==> src/rtl/jstepper.sv <==
// Bus-cycle sequencer: four-phase enable/set strobes per tick and a one-hot
// instruction step counter with a binary copy of the step.
module jstepper #(
  parameter int STEPS = 6,
  parameter int DIV   = 1,
  localparam int W    = $clog2(STEPS)
) (
  input  logic             clk,
  input  logic             reset,
  input  logic             run,
  input  logic             halt,
  input  logic             step_rst,
  output logic             bus_e,
  output logic             bus_s,
  output logic [STEPS-1:0] step,
  output logic [W-1:0]     step_idx,
  output logic             tick_done,
  output logic             halted
);

  localparam int DW = (DIV > 1) ? $clog2(DIV) : 1;
  localparam logic [DW-1:0] DIV_LAST = DW'(DIV - 1);
  localparam logic [W-1:0]  STEP_LAST = W'(STEPS - 1);

  typedef enum logic [1:0] {IDLE, RUN, HALTED} state_t;
  typedef enum logic [1:0] {P0, P1, P2, P3} phase_t;

  state_t           state_reg, state_next;
  phase_t           phase_reg, phase_next;
  logic [DW-1:0]    divcnt_reg, divcnt_next;
  logic [STEPS-1:0] step_reg, step_next;
  logic [W-1:0]     step_idx_reg, step_idx_next;
  logic             tick_done_reg, tick_done_next;

  always_ff @(posedge clk) begin
    if (reset) begin
      state_reg     <= IDLE;
      phase_reg     <= P0;
      divcnt_reg    <= '0;
      step_reg      <= STEPS'(1);
      step_idx_reg  <= '0;
      tick_done_reg <= 1'b0;
    end else begin
      state_reg     <= state_next;
      phase_reg     <= phase_next;
      divcnt_reg    <= divcnt_next;
      step_reg      <= step_next;
      step_idx_reg  <= step_idx_next;
      tick_done_reg <= tick_done_next;
    end
  end

  always_comb begin
    state_next     = state_reg;
    phase_next     = phase_reg;
    divcnt_next    = divcnt_reg;
    step_next      = step_reg;
    step_idx_next  = step_idx_reg;
    tick_done_next = 1'b0;
    case (state_reg)
      IDLE: begin
        if (run) begin
          state_next  = RUN;
          phase_next  = P0;
          divcnt_next = '0;
        end
      end
      RUN: begin
        if (divcnt_reg == DIV_LAST) begin
          divcnt_next = '0;
          phase_next  = phase_t'(phase_reg + 2'd1);
          // Tick boundary: inputs are only honoured here, so a tick is never cut short.
          if (phase_reg == P3) begin
            tick_done_next = 1'b1;
            if (step_rst || step_idx_reg == STEP_LAST) begin
              step_next     = STEPS'(1);
              step_idx_next = '0;
            end else begin
              step_next     = {step_reg[STEPS-2:0], 1'b0};
              step_idx_next = step_idx_reg + W'(1);
            end
            if (halt) begin
              state_next = HALTED;
            end else if (!run) begin
              state_next = IDLE;
            end
          end
        end else begin
          divcnt_next = divcnt_reg + DW'(1);
        end
      end
      HALTED: begin
      end
      default: state_next = IDLE;
    endcase
  end

  // Strobes decode registered state only, so inputs never reach them combinationally.
  assign bus_e     = (state_reg == RUN) && (phase_reg != P3);
  assign bus_s     = (state_reg == RUN) && (phase_reg == P1);
  assign step      = step_reg;
  assign step_idx  = step_idx_reg;
  assign tick_done = tick_done_reg;
  assign halted    = (state_reg == HALTED);

endmodule
==> config.mk <==
export PLATFORM = sky130hd
export DESIGN_NAME = jstepper
export DESIGN_NICKNAME = d
export VERILOG_FILES = /design/src/rtl/jstepper.sv
export SDC_FILE = /design/constraint.sdc
export NUM_CORES = 1
export LEC_CHECK = 0
export ABC_AREA = 1
export CELL_PAD_IN_SITES_DETAIL_PLACEMENT = 0
export CELL_PAD_IN_SITES_GLOBAL_PLACEMENT = 2
export CORE_UTILIZATION = 29
export CTS_CLUSTER_DIAMETER = 50
export DETAILED_ROUTE_END_ITERATION = 8
export DONT_BUFFER_PORTS = 1
export PLACE_DENSITY_LB_ADDON = 0.1
export RECOVER_POWER = 50
export SLEW_MARGIN = 15
export SYNTH_ARGS = -nofsm -noshare
export SYNTH_HDL_FRONTEND = slang
export SYNTH_SLANG_ARGS = --single-unit
==> constraint.sdc <==
create_clock -name clk -period 1.2 [get_ports clk]
set_input_delay 0.12 -clock clk [delete_from_list [all_inputs] [get_ports clk]]
set_output_delay 0.12 -clock clk [all_outputs]
set_load 0.05 [all_outputs]
==> results.py <==
metrics = {
    "synth": {
        "syn_nets": 92,
        "syn_inst": 83,
        "ys_async_sr_fraction_pct": 0,
        "ys.warnings.count": 0,
        "ys_ff_latch": 14,
        "synth_edf_count": 0,
        "yosysUniqueCellTypes": 19,
        "seq_area_frac_synth_pct": 42.5,
        "ys.flop_type": "dfxtp_1",
        "netlist.area_leader.share_pct": 42.5,
        "syn_area_per_cell_um2": 7.94,
        "synth_common_cells": "14 x dfxtp_1, 14 x nor2_1, 13 x nand2_1, 11 x inv_1, 10 x a21oi_1",
        "synth_area_leaders": "dfxtp_1 43%, nor2_1 8.0%, a21oi_1 7.6%",
        "syn-cell-area_um2": 659,
        "yosysTopAreaCell": "dfxtp_1",
    },
    "setup_path": {
        "worstSetupPathType": "reg2out",
        "critPathLaunchType": "register",
        "cp_data_required_time_ns": 1.08,
        "r2r_slack_ns": -0.03,
        "cpMaxStageDelayCell": "dfxtp_2",
        "cp_max_fo": 2,
        "critPathCaptureType": "output pin",
        "reg2reg_to": "step[2]",
        "crit_path_start": "phase_reg[1]",
        "slowest_delay_ns": 0.35,
        "r2r_cells": 7,
        "r2r_start": "phase_reg[1]",
        "crit_chain": "buf_6, inv_4, ha_4, inv_2, nor2_4, buf_12",
        "crit_end": "bus_s",
        "path_buf_inv": 4,
        "crit_cells": 6,
        "cp_top_family": "flip-flops",
        "worst_ep_arrival_time_ns": 1.18,
    },
    "clock_network": {
        "clk_path_buf_depth": 2,
        "numCtsBuffers": 3,
        "clock-root-buffer": "clkbuf_4",
        "clkTransAtPathRegs_ns": 0.08,
        "htreeDepth": 1,
        "clkSinkCount": 14,
        "clk_latency_ns": 0.27,
        "cts_tree": "yes",
    },
    "power": {
        "power_density_nw_per_um2": 842,
        "total_power_mw": 0.930,
        "ir_drop_mv": 0.634,
        "p_leak_nw": 0.466,
    },
    "placed_design": {
        "dpl.hpwl_um": 1010,
        "dp.cells": 128,
        "gp_congestion": 0.700,
        "post_dp_cell_area_um2": 887,
        "port_buffers": 0,
    },
    "global_route": {
        "grt_pass1_wl_um": 2620,
        "grt_max_degree": 12,
        "antenna_found_initial": 0,
        "grtUsageTotal_pct": 14.2,
        "grt_overflow_total": 0,
        "grt_pass1_vias": 616,
    },
    "outcome": {
        "status": "complete, but fails checks",
        "violations": "setup timing",
    },
    "routing": {
        "drt_iter0_markers": 4,
        "drt_wl_total_um": 1500,
        "detail-route-antenna-nets": 0,
        "vias": 618,
        "drc": 0,
        "drtPass1Iterations": 2,
        "wire_per_inst_um": 10.8,
        "via_per_inst": 4.45,
    },
    "cells_and_area": {
        "multi_input_area_um2": 443,
        "drive_gt1_share_pct": 56.3,
        "post-route-cell-area_um2": 1100,
        "layout.nets": 122,
        "regArea_um2": 294,
        "fin_cells": 139,
        "postLayoutCoreUtil_pct": 54.1,
        "num-fill-cells": 199,
        "syn2layout_area_growth_pct": 67.6,
        "largest_reg_flops": 6,
        "antenna_cells": 0,
    },
    "die": {
        "chipWidth_um": 49.7,
        "core_area_um2": 2040,
        "start_util_pct": 32.3,
        "io_pins": 18,
        "dieHeight_um": 49.7,
        "rows": 16,
        "dieArea_um2": 2470,
    },
    "sta": {
        "worstMarginPinSlew_ns": 0.530,
        "fmax_ghz": 0.771,
        "hold_ws_ns": 0.0215,
        "setup_viol": 11,
        "hold_viol": 0,
        "timing.final.crit_share_pct": 108,
        "finalClockSkew_ns": 0.00126,
        "rsz0062_at_grt": "yes",
        "timing.slew.headroom_pct": 64.6,
        "timing.final.ws_setup_ns": -0.0963,
        "timing.final.max_slew_violations": 0,
        "layout_min_cycle_time_ns": 1.30,
    },
    "flow_run": {
        "drv_cap": 0,
    },
    "min_path": {
        "hold_path_class": "in2reg",
    },
}
## layout by cell type, fill, tap and decap left out, types with 2 or more instances in the layout
cell            n
nor2_1         10
nand3_2         2
nand2_1        11
clkbuf_2        6
buf_6           7
nor2_2          2
dfxtp_4         2
inv_2           3
clkbuf_4        3
dfxtp_2         5
nor2_4          2
inv_4           2
dlygate4sd3_1   3
ha_4            3
dfxtp_1         7
inv_1           5
buf_12          2
nand3_1         2
nand2_2         2
a21oi_2         4
buf_4           8
a21oi_1         6
## cell type report
| cell class | count | area share (%) |
|---|---|---|
| multi-input cells | 56 | 40.1 |
| flip-flops and latches | 14 | 26.6 |
| repair buffers | 26 | 21.6 |
| inverters | 12 | 5.32 |
| clock buffers | 4 | 3.28 |
| well taps | 27 | 3.06 |
## worst min-delay path by stage
stage	startpoint	endpoint	slack, ns	cells past startpoint
4_1_cts	reset	step_idx[0]	0.006	2
6_report	reset	step_idx[0]	0.02	2
2_1_floorplan	reset	state_reg[0]	0.19	1
3_3_place_gp	reset	step_idx[1]	0.19	1
5_1_grt	reset	step_idx[0]	0.01	2
3_5_place_dp	reset	step_idx[1]	0.19	1
## stage by stage
step | setup TNS (ns) | worst slack [ns]
after CTS | -0.426 | -0.110
after global routing | -1.27 | -0.160
final | -0.377 | -0.0963
after detailed placement | -0.0215 | -0.0215
after floorplan | -0.0304 | -0.0163
after global placement | 0 | 0.00177
## per-layer routing
metal  GRT usage (%)  vias up  wire length (um)  share of wire [%]
met5               0        -                 0                  0
met4            1.43        0                 0                  0
met3            6.48        0                85                5.7
met2            23.2       14               680                 45
met1            17.5      284               729                 49
li1                -      320                 -                  -
## where the power goes
group | internal, mW | switching (mW) | total, mW
logic | 0.0475 | 0.0698 | 0.117
clock network | 0.184 | 0.152 | 0.336
registers | 0.469 | 0.00839 | 0.477
total | 0.701 | 0.230 | 0.930
## logic make-up after synthesis
group | after synthesis | share of synthesized area [%]
fa+ha+maj | 4 | 7.59
buf+inv | 13 | 7.78
flops | 14 | 42.5
compound gates | 14 | 13.7
simple gates | 36 | 25.8
xor+xnor | 2 | 2.66
## timing repair
action,4_1_cts,5_1_grt
hold endpoints to repair,11,0
gates resized for setup,21,17
cloned,0,0
hold buffers,3,0
setup endpoints to repair,8,14
pin swaps,5,8
buffers inserted,3,1
No activity file was read; power rests on OpenSTA's default activity.
